<file path="src/rtl/alu_pkg.sv">
// Shared definitions for the i16 ALU blocks.
//   WIDTH_DEFAULT : datapath width of the ALU
//   div_state_e   : iterative divider FSM states
//   MIN_NEG       : most negative two's-complement value (0x8000)
//   ALL_ONES      : all-ones word, the divide-by-zero quotient
package alu_pkg;

  localparam int unsigned WIDTH_DEFAULT = 16;

  typedef enum logic [1:0] {
    StIdle,
    StCalc,
    StDone
  } div_state_e;

  localparam logic [WIDTH_DEFAULT-1:0] MIN_NEG  = {1'b1, {(WIDTH_DEFAULT - 1){1'b0}}};
  localparam logic [WIDTH_DEFAULT-1:0] ALL_ONES = '1;

endpackage

</file>
<file path="src/rtl/div_step.sv">
// One restoring-division step, purely combinational.
//   rem_i         : partial remainder before the step
//   quo_i         : quotient/dividend shift register before the step
//   divisor_mag_i : divisor magnitude
//   rem_o         : partial remainder after the step
//   quo_o         : shift register after the step (new quotient bit in LSB)
module div_step #(
  parameter int unsigned Width = 16
) (
  input  logic [Width-1:0] rem_i,
  input  logic [Width-1:0] quo_i,
  input  logic [Width-1:0] divisor_mag_i,
  output logic [Width-1:0] rem_o,
  output logic [Width-1:0] quo_o
);

  localparam logic [Width:0] One = Width'(1) + (Width + 1)'(0);

  logic [Width:0] shifted;
  logic [Width:0] trial;

  always_comb begin
    // {rem, quo} shifted left by one; the extra top bit keeps 2*rem+1 exact.
    shifted = {rem_i, quo_i[Width-1]};
    // Subtract as A + ~B + 1; bit Width is the sign of the trial remainder.
    trial   = shifted + ~{1'b0, divisor_mag_i} + One;
    if (!trial[Width]) begin
      rem_o = trial[Width-1:0];
      quo_o = {quo_i[Width-2:0], 1'b1};
    end else begin
      rem_o = shifted[Width-1:0];
      quo_o = {quo_i[Width-2:0], 1'b0};
    end
  end

endmodule

</file>
<file path="src/rtl/iter_divider16.sv">
// Multi-cycle signed/unsigned restoring divider for the i16 ALU.
// One restoring step per clock on operand magnitudes, sign fixup at the end.
//   clk, rst           : clock, synchronous active-high reset
//   start              : request, accepted only when idle
//   is_signed          : 1 = two's-complement operands
//   dividend, divisor  : operands, captured on accepted start
//   busy               : high while iterating
//   done               : one-cycle pulse, results and flags valid
//   quotient, remainder: results, held until the next operation completes
//   div_by_zero        : divisor was zero
//   overflow           : signed MIN_NEG / -1
// Optional build macro DIV_FASTPATH_EN: divide-by-zero and signed overflow
// skip the iteration and complete one cycle after start.
import alu_pkg::*;

module iter_divider16 #(
  parameter int unsigned WIDTH = WIDTH_DEFAULT
) (
  input  logic             clk,
  input  logic             rst,
  input  logic             start,
  input  logic             is_signed,
  input  logic [WIDTH-1:0] dividend,
  input  logic [WIDTH-1:0] divisor,
  output logic             busy,
  output logic             done,
  output logic [WIDTH-1:0] quotient,
  output logic [WIDTH-1:0] remainder,
  output logic             div_by_zero,
  output logic             overflow
);

  localparam int unsigned     CntW    = $clog2(WIDTH);
  localparam logic [CntW-1:0] CntInit = CntW'(WIDTH - 1);
  localparam logic [WIDTH-1:0] One    = WIDTH'(1);

  div_state_e       state_q, state_d;
  logic [CntW-1:0]  cnt_q, cnt_d;
  logic [WIDTH-1:0] rem_q, rem_d;
  logic [WIDTH-1:0] quo_q, quo_d;
  logic [WIDTH-1:0] dvs_mag_q, dvs_mag_d;
  logic [WIDTH-1:0] dvd_q, dvd_d;
  logic             neg_dvd_q, neg_dvd_d;
  logic             neg_dvs_q, neg_dvs_d;
  logic             dbz_pend_q, dbz_pend_d;
  logic             ovf_pend_q, ovf_pend_d;
  logic             busy_q, busy_d;
  logic             done_q, done_d;
  logic [WIDTH-1:0] quotient_q, quotient_d;
  logic [WIDTH-1:0] remainder_q, remainder_d;
  logic             div_by_zero_q, div_by_zero_d;
  logic             overflow_q, overflow_d;

  logic [WIDTH-1:0] step_rem, step_quo;
  logic             in_neg_dvd, in_neg_dvs, in_dbz, in_ovf;

  div_step #(
    .Width(WIDTH)
  ) u_div_step (
    .rem_i        (rem_q),
    .quo_i        (quo_q),
    .divisor_mag_i(dvs_mag_q),
    .rem_o        (step_rem),
    .quo_o        (step_quo)
  );

  always_comb begin
    in_neg_dvd = is_signed & dividend[WIDTH-1];
    in_neg_dvs = is_signed & divisor[WIDTH-1];
    in_dbz     = (divisor == '0);
    in_ovf     = is_signed & (dividend == MIN_NEG) & (divisor == ALL_ONES);

    state_d       = state_q;
    cnt_d         = cnt_q;
    rem_d         = rem_q;
    quo_d         = quo_q;
    dvs_mag_d     = dvs_mag_q;
    dvd_d         = dvd_q;
    neg_dvd_d     = neg_dvd_q;
    neg_dvs_d     = neg_dvs_q;
    dbz_pend_d    = dbz_pend_q;
    ovf_pend_d    = ovf_pend_q;
    busy_d        = busy_q;
    done_d        = 1'b0;
    quotient_d    = quotient_q;
    remainder_d   = remainder_q;
    div_by_zero_d = div_by_zero_q;
    overflow_d    = overflow_q;

    unique case (state_q)
      StIdle: begin
        if (start) begin
          dvd_d      = dividend;
          neg_dvd_d  = in_neg_dvd;
          neg_dvs_d  = in_neg_dvs;
          dbz_pend_d = in_dbz;
          ovf_pend_d = in_ovf;
          // The shift register starts holding |dividend|; quotient bits enter at the LSB.
          quo_d      = in_neg_dvd ? (~dividend + One) : dividend;
          dvs_mag_d  = in_neg_dvs ? (~divisor + One) : divisor;
          rem_d      = '0;
          cnt_d      = CntInit;
`ifdef DIV_FASTPATH_EN
          if (in_dbz || in_ovf) begin
            state_d = StDone;
            busy_d  = 1'b0;
          end else begin
            state_d = StCalc;
            busy_d  = 1'b1;
          end
`else
          state_d = StCalc;
          busy_d  = 1'b1;
`endif
        end
      end
      StCalc: begin
        rem_d = step_rem;
        quo_d = step_quo;
        if (cnt_q == '0) begin
          state_d = StDone;
          busy_d  = 1'b0;
        end else begin
          cnt_d = cnt_q - CntW'(1);
        end
      end
      StDone: begin
        state_d       = StIdle;
        done_d        = 1'b1;
        div_by_zero_d = dbz_pend_q;
        overflow_d    = ovf_pend_q;
        // Special cases are forced so the fast path need not have iterated.
        if (dbz_pend_q) begin
          quotient_d  = ALL_ONES;
          remainder_d = dvd_q;
        end else if (ovf_pend_q) begin
          quotient_d  = MIN_NEG;
          remainder_d = '0;
        end else begin
          quotient_d  = (neg_dvd_q ^ neg_dvs_q) ? (~quo_q + One) : quo_q;
          remainder_d = neg_dvd_q ? (~rem_q + One) : rem_q;
        end
      end
      default: state_d = StIdle;
    endcase
  end

  always_ff @(posedge clk) begin
    if (rst) begin
      state_q       <= StIdle;
      cnt_q         <= '0;
      rem_q         <= '0;
      quo_q         <= '0;
      dvs_mag_q     <= '0;
      dvd_q         <= '0;
      neg_dvd_q     <= 1'b0;
      neg_dvs_q     <= 1'b0;
      dbz_pend_q    <= 1'b0;
      ovf_pend_q    <= 1'b0;
      busy_q        <= 1'b0;
      done_q        <= 1'b0;
      quotient_q    <= '0;
      remainder_q   <= '0;
      div_by_zero_q <= 1'b0;
      overflow_q    <= 1'b0;
    end else begin
      state_q       <= state_d;
      cnt_q         <= cnt_d;
      rem_q         <= rem_d;
      quo_q         <= quo_d;
      dvs_mag_q     <= dvs_mag_d;
      dvd_q         <= dvd_d;
      neg_dvd_q     <= neg_dvd_d;
      neg_dvs_q     <= neg_dvs_d;
      dbz_pend_q    <= dbz_pend_d;
      ovf_pend_q    <= ovf_pend_d;
      busy_q        <= busy_d;
      done_q        <= done_d;
      quotient_q    <= quotient_d;
      remainder_q   <= remainder_d;
      div_by_zero_q <= div_by_zero_d;
      overflow_q    <= overflow_d;
    end
  end

  assign busy        = busy_q;
  assign done        = done_q;
  assign quotient    = quotient_q;
  assign remainder   = remainder_q;
  assign div_by_zero = div_by_zero_q;
  assign overflow    = overflow_q;

endmodule

</file>
<file path="config.mk">
export PLATFORM = sky130hd
export DESIGN_NAME = iter_divider16
export DESIGN_NICKNAME = d
export VERILOG_FILES = /design/src/rtl/alu_pkg.sv /design/src/rtl/div_step.sv /design/src/rtl/iter_divider16.sv
export SDC_FILE = /design/constraint.sdc
export NUM_CORES = 1
export LEC_CHECK = 0
export CAP_MARGIN = 5
export CELL_PAD_IN_SITES_DETAIL_PLACEMENT = 2
export CELL_PAD_IN_SITES_GLOBAL_PLACEMENT = 2
export CORE_MARGIN = 2
export CORE_UTILIZATION = 30
export CTS_CLUSTER_DIAMETER = 50
export DETAILED_ROUTE_END_ITERATION = 10
export PLACE_DENSITY_LB_ADDON = 0.1
export SLEW_MARGIN = 0
export SYNTH_ARGS = -nofsm -noshare
export SYNTH_HDL_FRONTEND = slang
export SYNTH_SLANG_ARGS = --single-unit
export TNS_END_PERCENT = 30
</file>
<file path="constraint.sdc">
create_clock -name clk -period 2.5 [get_ports clk]
set_clock_uncertainty 0.2 [all_clocks]
set_input_delay 0.375 -clock clk [delete_from_list [all_inputs] [get_ports clk]]
set_output_delay 0.375 -clock clk [all_outputs]
set_load 0.02 [all_outputs]
</file>
### After elaboration in Yosys (flattened, before gate mapping)

Index checks and enable logic that the tools add are counted.

* flip-flop bits (word level): 110
* bits in latches: 0
* memory bits (writable): 0
* bits in read-only memories: 0
* bits of input ports: 36
* output and inout bits: 36
* logic and storage cells: 73
* memories: 0

* $add $sub $neg: 7
* multipliers: 0
* div/mod/pow operators: 0
* $lt $le $gt $ge: 0
* eq/ne operators: 7
* shift-type cells: 0
* muxes and demuxes: 24
* bitwise logic cells: 10
* reduce and logical (&&, ||, !) cells: 9

Operator list (count)
* two-way mux 16 bit: 11
* adder 16 x 1 -> 16 bit (second input constant): 4
* inverter 16 bit: 4
* one-hot mux 16 bit (2 select lines): 2
* equality test 16 bit (second input constant): 2
* adder 17 x 1 -> 17 bit (second input constant): 1
* adder 17 bit: 1
* inverter 16 -> 17 bit: 1
* logical NOT 16 bit: 1
* two-way mux 4 bit: 2
* one-hot mux 4 bit (2 select lines): 1
* inequality test 2 bit (second input constant): 3
* AND reduction 2 bit: 3
* AND reduction 3 bit: 2
* AND 1 bit: 4
* logical NOT 4 bit: 1
* two-way mux 1 bit: 4
* two-way mux 2 bit: 2
* one-hot mux 2 bit (2 select lines): 1
* subtractor 4 x 1 -> 4 bit (second input constant): 1
* equality test 2 x 1 -> 1 bit (second input constant): 1
* equality test 2 bit (second input constant): 1
* logical NOT 2 bit: 1
* one-hot mux 1 bit (2 select lines): 1
* other kinds (2): 2

### Longest topological paths before layout

Gate-level depths: netlist of the first run.

* depth after elaboration: 5
* mapped depth: 12
* gate-level depth less buffers: 10

### Hierarchy

From an unflattened synthesis of the first run, not the netlist that was laid out.

* cells, all modules: 838
* area, all modules: 6582.6 µm²

Modules (own cells, without submodules)
* iter_divider16: instances 1, cells each 695, area an instance 5457.7 µm², seq. area each 2202.1 µm²
* div_step: instances 1, cells each 143, area an instance 1124.8 µm², seq. area each 0.0 µm²

### Worst setup path before layout of the first run

OpenSTA, ideal clock, no wires.

* path kind: flip-flop to flip-flop
* from: reg quo_q[15]
* to: reg rem_q[10]
* library setup time: 126 ps
* arrival time: 2426 ps
* required time: 2174 ps
* path slack: -252 ps
* stages on the path, launching flop included: 13
* path buffers: 2
* clock period less this slack: 2752 ps
* cells stage by stage: dfxtp_1 > inv_1 > ha_1 > fa_1 > nand2b_1 > a211oi_2 > o21ai_2 > a21bo_1 > a211oi_2 > buf_6 > buf_12 > mux2i_1 > o21ai_1

* cells in the longest elaborated chain, start to end: 4

RTL lines
* start, declared: RTL line iter_divider16.sv:40 `logic [WIDTH-1:0] quo_q, quo_d;`
* start signal, assigned: RTL line iter_divider16.sv:170 `quo_q <= quo_d;`
* adder 17 bit: RTL line div_step.sv:26 `trial = shifted + ~{1'b0, divisor_mag_i} + One;`
* adder 17 x 1 -> 17 bit: RTL line div_step.sv:26
* two-way mux 16 bit: RTL line div_step.sv:27 `if (!trial[Width]) begin`
* one-hot mux 16 bit (2 select lines): RTL line iter_divider16.sv:90 `unique case (state_q)`
* end signal, assigned: RTL line iter_divider16.sv:169 `rem_q <= rem_d;`
* end, declared: RTL line iter_divider16.sv:39 `logic [WIDTH-1:0] rem_q, rem_d;`

No other way between the ends.
A chain may end at the register's enable or synchronous reset.

### Final worst setup path of the first run

* from: reg quo_q[15]
* to: reg rem_q[8]

The elaborated chain is that of the path after synthesis.

==> impl_results.md, run 1 <==
- Least-Margin Pin Slew: 626 ps
- Critical path type: reg2reg
- Top Usage Layer GRT: met2
- Buffers & Inverters on Critical Path: 2
- Fin cells: 1250
- Register area: 2200 um^2
- Rows: 53
- Cells after synthesis: 835
- GR met2 Demand/Resource: 35.6%
- Top cells by area, synth: dfxtp_1, nand2_1, a21oi_1, nor2_1, xor2_1
- Failing checks: negative setup slack
- Critical path data arrival time: 2810 ps
- Avg Inst Size Synth: 7.73 um^2
- Hold-fix buffers, CTS: 0
- Leakage: 3.26 nW
- Port buffer count: 71
- Crit share post-route: 111%
- CP Max Fanout: 5
- Core ar.: 21100 um^2
- Die area: 22700 um^2
- Num CTS Buffers: 9
- Final Setup Violations: 17
- Max Clk Rate: 0.362 GHz
- CP max stage delay: 350 ps
- Syn Nets: 894
- Root Buffer: clkbuf_16
- Slew Viols, Final: 0
- Asr flop ratio synth: 0%
- Maxcap violations: 0
- Mapped cell area: 6450 um^2
- Pin count of the biggest net entering global routing: 37
- Clock Latency Late Sink: 380 ps
- Post-synthesis sequential area ratio: 34.1%
- Total congestion overflow: 0
- Startpoint class of the critical path: flip-flop
- Slowest CP cell: dfxtp_2
- Placer congestion estimate: 0.832
- Fillers: 2405
- Top cell type's share of synthesized area: 34.1%
- Area leader, netlist: dfxtp_1
- Gr usage total: 22.2%
- Crit. End Element: flip-flop
- Die Y: 151 um
- Placed inst area: 8060 um^2
- Synth warn: 0
- Final hold violations: 0
- Total Negative Setup Slacks: -3320 ps
- Vias per inst: 5.24
- RSZ-0062 raised after global routing: yes
- PwrDens: 610 nW/um^2
- Detail Route Antenna Nets: 0
- Post-Route WL: 24600 um
- Grt met3 use: 2.03%
- Nets@finish: 1028
- Vias in the first global route: 7076
- CP most frequent cell: a211oi_4
- CP Cell Sequence: inv_2, ha_4, fa_2, nand2b_4, a211oi_4, o21ai_2, a21bo_1, a211oi_4, buf_6, mux2i_2, o21ai_1
- Number of flops mapped to enable cells by yosys: 0
- Hold Path Class: in2reg
- Initial antenna violation count: 1
- First-pass GRT wire length: 39300 um
- Power Total: 5.20 mW
- Clk slew on worst S/H paths: 90 ps
- CTS max path bufs: 2
- Worst path top cell family by delay: compound AO/OA/AOI/OAI gates
- Die W: 151 um
- Area occupied by multi-input gates: 3990 um^2
- Via count: 6550
- Initial Utilization: 30.6%
- 1st-iter DRT viols: 264
- CTS H-tree lvls: 3
- WL/cell: 19.7 um
- Drt drc: 0
- M1 GR Usage: 32.4%
- Status: finished with violations
- Final Worst Setup Slack: -264 ps
- Share of cells above drive strength 1: 15.9%
- CTS Sinks: 110
- Design area: 8520 um^2
- DP Cell Count: 1226
- Peak VDD IR: 0.312 mV
- Register bit total from synthesis: 110
- Area Growth Syn to Fin: 32.0%
- Library cells used by synthesis: 63
- Drt pass-1 iters: 4
- Crit path time final: 2760 ps
- Synth Flop Type: dfxtp_1
- CP required: 2550 ps
- Relative slew slack: 58.3%
- Post-DP HPWL: 19700 um
- I/O pins: 72
- CTS tree: yes
where the power goes:
| part | internal [mW] | switching (mW) | leakage [nW] |
|---|---|---|---|
| Combinational | 0.721 | 0.942 | 2.21 |
| Sequential | 1.87 | 0.107 | 0.898 |
| Clock | 0.735 | 0.821 | 0.155 |
sequential cells by signal, indices dropped and copies added, names as in the netlist:
| signal | cells |
|---|---|
| done | 1 |
| dbz_pend_q | 1 |
| remainder | 16 |
| div_by_zero | 1 |
| overflow | 1 |
| ovf_pend_q | 1 |
| neg_dvd_q | 1 |
| rem_q | 16 |
| quotient | 16 |
| cnt_q | 4 |
| busy | 1 |
| neg_dvs_q | 1 |
| dvs_mag_q | 16 |
| state_q | 2 |
| dvd_q | 16 |
| quo_q | 16 |
cells in the final DEF (no fill, tap or decap), types with 13 or more instances in the layout:
cell	netlist	routed
nand2_1	112	112
dfxtp_1	110	109
buf_4	3	100
nor2_1	82	82
a21oi_1	82	82
clkdlybuf4s50_1	0	70
inv_1	35	34
xor2_1	32	32
xnor2_1	30	30
o21ai_0	36	29
a211oi_1	23	22
nor3_1	25	21
ha_1	22	20
o22ai_1	18	18
mux2i_1	16	14
o21ai_1	7	14
a22oi_1	13	13
final cells by class:
type | instances | share of cell area (%)
Sequential cell | 110 | 25.9
Clock buffer | 9 | 2.64
Tap cell | 275 | 4.04
Clock inverter | 7 | 1.07
Timing Repair Buffer | 176 | 18.0
Inverter | 35 | 1.54
Multi-Input combinational cell | 637 | 46.8
Antenna cell | 1 | 0.0294
metal layers:
layer | wire [um] | part of all wire, %
met1 | 12600 | 51
met5 | 0 | 0
met4 | 283 | 1.2
met3 | 619 | 2.5
met2 | 11100 | 45
cells by family after synthesis:
family,Yosys count,synth area share [%]
AO/OA/AOI/OAI,235,23.0
XOR/XNOR,62,8.42
adder cells (fa/ha/maj),23,4.58
buffers and inverters,88,5.68
flip-flops,110,34.1
multiplexers,17,2.66
AND/OR/NAND/NOR,300,21.5
synthesized netlist by cell type, types with 4 or more instances:
master	instances
a211oi_1	23
a21oi_1	82
a22oi_1	13
a31oi_1	10
and2_1	5
and3_1	12
buf_1	8
clkbuf_1	39
dfxtp_1	110
ha_1	22
inv_1	35
mux2i_1	16
nand2_1	112
nand2b_1	11
nand3_1	12
nand4_1	5
nor2_1	82
nor2b_1	5
nor3_1	25
nor4_1	7
o211ai_1	4
o21a_1	4
o21ai_0	36
o21ai_1	7
o22ai_1	18
o31ai_1	7
or3_1	6
or4_1	4
xnor2_1	30
xor2_1	32
per-stage QoR:
step / hold WS, ps / util, % / setup slack (ps)
after floorplan: 232 / - / -150
after global placement: 243 / 38.2 / -229
after detailed placement: 253 / 38.2 / -382
after CTS: 210 / 40.1 / -244
after global routing: 238 / 40.4 / -354
final: 218 / 40.4 / -264
repair_timing:
action                                  in CTS  in global routing
setup buffers                                4                  2
endpoints found under the setup margin      17                 32
pin swaps                                    7                  2
gates cloned                                 1                  0
gates resized for setup                     11                 13
path summary, 6_finish.rpt:
check | cells after the start | slack [ps] | end | from
setup / recovery | 11 | -260 | rem_q[8] | quo_q[15]
hold / removal | 2 | 220 | remainder[4] | rst
setup reg to reg | 11 | -260 | rem_q[8] | quo_q[15]
hold reg to reg | 2 | 260 | div_by_zero | div_by_zero
Power figures use the tool's default switching activity.
==> run 2, diff against run 1 <==
- CAP_MARGIN: 5 -> default
- CORE_MARGIN: 2 -> default
- CTS_CLUSTER_DIAMETER: 50 -> default
==> run 2 against run 1 <==
Net effect: global-route usage up 0.89 points; the flow still finishes with violations (negative setup slack); routed wire length is essentially flat; maximum frequency grew 0.56%; first-iteration DRC count grew 7.6%.
==> impl_results.md, run 2 (synthesis results as in run 1) <==
- Status: finished with violations
- Failing checks: negative setup slack
- Die W: 149 um
- Max Clk Rate: 0.364 GHz
- Gr usage total: 23.1%
- Final Worst Setup Slack: -249 ps
- CTS Sinks: 110
- Layout Utilization: 40.4%
- Crit share post-route: 110%
- Origin of the critical flop-to-flop path: quo_q[15]
- Final Setup Violations: 17
- Int Power: 3.32 mW
- RR Endpoint: rem_q[14]
- CP Cell Sequence: inv_2, ha_4, fa_2, nand2b_4, a211oi_4, o21ai_2, a21bo_1, a211oi_4, buf_6, buf_12, a2bb2oi_2, o21ai_1
- CTS H-tree lvls: 3
- Hold path start: overflow
- Least-Margin Pin Slew: 657 ps
- Buffers & Inverters on Critical Path: 3
- Critical path type: reg2reg
- Final hold violations: 0
- Design area: 8500 um^2
- Root Buffer: clkbuf_16
- Fillers: 2382
- 1st-iter DRT viols: 284
- Worst Hold Depth: 2
- CTS tree: yes
- Commonest non-fill, non-tap cell in the layout: nand2_1
- Leakage: 3.24 nW
- Combinational share of power: 32.1%
- Slowest CP cell: dfxtp_2
- Maxcap violations: 0
- Worst path top cell family by delay: compound AO/OA/AOI/OAI gates
- Peak VDD IR: 0.356 mV
- Critical path data arrival time: 2800 ps
- Clock power frac: 29.1%
- Hold worst-path end: overflow
- Hold-fix buffers, CTS: 0
- Via count: 6592
- Placed inst area: 8040 um^2
- Total Negative Setup Slacks: -3750 ps
- RSZ-0062 raised after global routing: yes
- Hold Path Class: reg2reg
- Slew Viols, Final: 0
- Crit. End Element: flip-flop
- Num CTS Buffers: 9
- Share of cells above drive strength 1: 15.5%
- Switching share of total power: 35.4%
- Total congestion overflow: 0
- Drt drc: 0
- Post-DP HPWL: 19700 um
- PwrDens: 604 nW/um^2
- Die area: 22100 um^2
- CTS max path bufs: 2
- Core ar.: 21000 um^2
- CP Max Fanout: 6
- Placer congestion estimate: 0.830
- Detail Route Antenna Nets: 0
- First-pass GRT wire length: 39800 um
- Relative slew slack: 56.1%
- CP required: 2550 ps
- Area Growth Syn to Fin: 31.7%
- Pin count of the biggest net entering global routing: 34
- Drt pass-1 iters: 4
- R2R setup slack: -250 ps
- Vias in the first global route: 7146
- Most frequent cells in the layout: nand2_1, dfxtp_1, buf_4, nor2_1, a21oi_1
- Startpoint class of the critical path: flip-flop
- Clock Latency Late Sink: 360 ps
- Switching power: 1.82 mW
- Initial antenna violation count: 1
- Die Y: 149 um
- Nets@finish: 1022
- Crit path time final: 2750 ps
- CP most frequent cell: a211oi_4
- I/O pins: 72
- Initial Utilization: 30.7%
- Rows: 53
- Reg power frac: 38.8%
- Post-Route WL: 24600 um
- WL/cell: 19.8 um
- Cells on worst reg2reg path: 12
- Vias per inst: 5.30
- Port buffer count: 71
- CP max stage delay: 350 ps
- Clk slew on worst S/H paths: 90 ps
[run 2: worst max path at each step]
stage | startpoint | endpoint | slack, ps | cells after the start
3_5_place_dp | divisor[8] | dvs_mag_q[13] | -310 | 7
3_3_place_gp | quo_q[15] | rem_q[8] | -210 | 11
5_1_grt | quo_q[15] | rem_q[2] | -380 | 11
2_1_floorplan | quo_q[15] | rem_q[10] | -150 | 12
6_report | quo_q[15] | rem_q[14] | -250 | 12
4_1_cts | quo_q[15] | rem_q[14] | -210 | 12
[run 2: final cells by class]
class / instances / area, um^2 / share of cell area (%)
Antenna cell: 1 / 2.50 / 0.0295
Clock buffer: 9 / 225 / 2.65
Clock inverter: 7 / 88.8 / 1.05
Inverter: 35 / 131 / 1.55
Multi-Input combinational cell: 637 / 4020 / 47.3
Sequential cell: 110 / 2200 / 25.9
Tap cell: 275 / 344 / 4.05
Timing Repair Buffer: 170 / 1490 / 17.5
[run 2: worst register-to-register path, cell delays in order, from the launching register on]
cell and delay, ps:
dfxtp_2 350, inv_2 60, ha_4 160, fa_2 330, nand2b_4 170, a211oi_4 230
o21ai_2 90, a21bo_1 210, a211oi_4 350, buf_6 200, buf_12 110, a2bb2oi_2 110
o21ai_1 70
[run 2: through the flow]
stage	hold WS (ps)	worst slack, ps	total power [mW]	cells
5_1_grt	299	-381	5.41	1244
3_3_place_gp	249	-212	3.52	1223
3_5_place_dp	254	-315	3.60	1223
2_1_floorplan	232	-150	2.96	835
4_1_cts	265	-212	5.15	1242
6_report	264	-249	5.13	1244
[run 2: power groups by stage]
stage / Sequential [mW] / Combinational (mW) / Clock (mW)
CTS: 1.99 / 1.62 / 1.53
global route: 2.01 / 1.80 / 1.60
global placement: 2.02 / 1.50 / 0
floorplan: 2.02 / 0.944 / 0
finish: 1.99 / 1.65 / 1.50
detailed placement: 2.03 / 1.57 / 0
[run 2: what timing repair did]
| item | 4_1_cts | 5_1_grt |
|---|---|---|
| pin swaps | 6 | 4 |
| setup endpoints to repair | 17 | 31 |
| gates resized for setup | 13 | 13 |
| buffers inserted | 2 | 1 |
| cloned | 1 | 0 |
[run 2: layer usage]
metal	up-vias	GRT usage, %	routed length [um]	part of all wire (%)
met1	3277	33.0	12200	50
met5	-	0	0	0
li1	3201	-	-	-
met2	99	37.3	11400	46
met4	0	5.67	267	1.1
met3	15	1.99	715	2.9
==> run 3, diff against run 2 <==
- RECOVER_POWER: default -> 25
==> run 3 against run 2 <==
Net effect: the flow still finishes with violations (negative setup slack); sequential power about the same; setup slack worse by 2.6 ps; largest power group unchanged; clock-buffer cell count unchanged; register-to-register slack about the same; utilization down 0.22 points.
==> impl_results.md, run 3 (synthesis results as in run 1) <==
- Status: finished with violations
- Failing checks: negative setup slack
- Combinational share of power: 31.8%
- Via count: 6629
- Post-Route WL: 24600 um
- Hold Slack: 264 ps
- Clock power frac: 29.2%
- Design area: 8450 um^2
- Power Total: 5.11 mW
- Hold-fix buffers, CTS: 0
- Root Buffer: clkbuf_16
- Drt drc: 0
- R2R setup slack: -250 ps
- Total congestion overflow: 0
- Final Setup Violations: 17
- CP endpoint: rem_q[14]
- CP startpoint: quo_q[15]
- Register area: 2200 um^2
- Critical path type: reg2reg
- Max Clk Rate: 0.363 GHz
- Met2 WL post-DR: 11300 um
- Origin of the critical flop-to-flop path: quo_q[15]
- Switching share of total power: 35.5%
- Place WS: -315 ps
- Hold Path Class: reg2reg
- Pin count of the biggest net entering global routing: 34
- Clock Latency Late Sink: 360 ps
- Share of cells above drive strength 1: 14.8%
- CP required: 2550 ps
- Final Worst Setup Slack: -251 ps
- RR Endpoint: rem_q[14]
- Placed inst area: 8040 um^2
- Vias in the first global route: 7146
- Die area: 22100 um^2
- Nets@finish: 1022
- Final hold violations: 0
- Least-Margin Pin Slew: 1040 ps
- Drt pass-1 iters: 4
- Initial antenna violation count: 1
- Commonest non-fill, non-tap cell in the layout: nand2_1
- Crit share post-route: 110%
- Num CTS Buffers: 9
- Most frequent cells in the layout: nand2_1, dfxtp_1, buf_4, nor2_1, a21oi_1
- WL/cell: 19.8 um
- Maxcap violations: 0
- CP Max Fanout: 6
- Cells on worst reg2reg path: 12
- Gr usage total: 23.1%
- Int Power: 3.30 mW
- RSZ-0062 raised after global routing: yes
- Met3 WL: 678 um
- First-pass GRT wire length: 39800 um
- CTS Sinks: 110
- Die Y: 149 um
- DP Cell Count: 1223
- Crit. End Element: flip-flop
- Reg power frac: 38.9%
- Crit path time final: 2750 ps
- Peak VDD IR: 0.355 mV
- Slew Viols, Final: 0
- Placer congestion estimate: 0.830
- I/O pins: 72
- Detail Route Antenna Nets: 0
- Area occupied by multi-input gates: 4010 um^2
- CTS max path bufs: 2
- M1 WL: 12300 um
- Core ar.: 21000 um^2
- Fin cells: 1244
- Critical path data arrival time: 2800 ps
- Initial Utilization: 30.7%
- Top routing layer used: met4
- CTS tree: yes
- 1st-iter DRT viols: 277
- Leakage: 3.22 nW
- Area Growth Syn to Fin: 31.0%
- Switching power: 1.81 mW
- Rows: 53
- Clk slew on worst S/H paths: 90 ps
- Port buffer count: 71
- Hold path start: overflow
- PwrDens: 605 nW/um^2
- Vias per inst: 5.33
- CTS H-tree lvls: 3
- Post-DP HPWL: 19700 um
- Fillers: 2391
- Die W: 149 um
- Relative slew slack: 30.5%
- Startpoint class of the critical path: flip-flop
-- run 3: worst min path at each step --
stage | slack [ps] | cells past startpoint | end
2_1_floorplan | 230 | 2 | dvs_mag_q[15]
5_1_grt | 300 | 2 | remainder[9]
3_3_place_gp | 250 | 2 | overflow
3_5_place_dp | 250 | 2 | dvd_q[3]
6_report | 260 | 2 | overflow
4_1_cts | 260 | 2 | state_q[0]
-- run 3: cell type report --
type                            count  share of cell area, %
Clock inverter                      7                   1.05
Multi-Input combinational cell    637                   47.4
Inverter                           35                   1.55
Clock buffer                        9                   2.67
Antenna cell                        1                 0.0296
Sequential cell                   110                   26.1
Timing Repair Buffer              170                   17.1
Tap cell                          275                   4.07
-- run 3: layer usage --
metal	GRT usage, %	up-vias
li1	-	3203
met4	5.67	0
met5	0	-
met1	33.0	3310
met2	37.3	99
met3	1.99	17
-- run 3: per-stage QoR --
| step | TNS, ps | utilization, % |
|---|---|---|
| 6_report | -3780 | 40.2 |
| 5_1_grt | -6530 | 40.2 |
| 4_1_cts | -2980 | 40.0 |
| 3_5_place_dp | -5330 | 38.2 |
| 3_3_place_gp | -3710 | 38.2 |
| 2_1_floorplan | -1170 | - |
-- run 3: what timing repair did --
item / in CTS / in global routing
cloned: 1 / 0
resized for setup: 13 / 13
pin swaps: 6 / 4
endpoints found under the setup margin: 17 / 31
setup buffers: 2 / 1
-- run 3: worst max-delay path, stage by stage, from the launching register on --
cell and delay, ps:
dfxtp_2 350, inv_2 60, ha_4 160, fa_2 330
nand2b_4 170, a211oi_4 230, o21ai_2 90, a21bo_1 210
a211oi_4 350, buf_6 200, buf_12 110, a2bb2oi_2 110
o21ai_1 70
-- run 3: power by group through the flow --
stage               sequential [mW]  clock (mW)  combinational, mW
floorplan                      2.02           0              0.944
global placement               2.02           0               1.50
detailed placement             2.03           0               1.57
CTS                            1.99        1.53               1.62
global route                   2.01        1.60               1.78
finish                         1.99        1.50               1.63
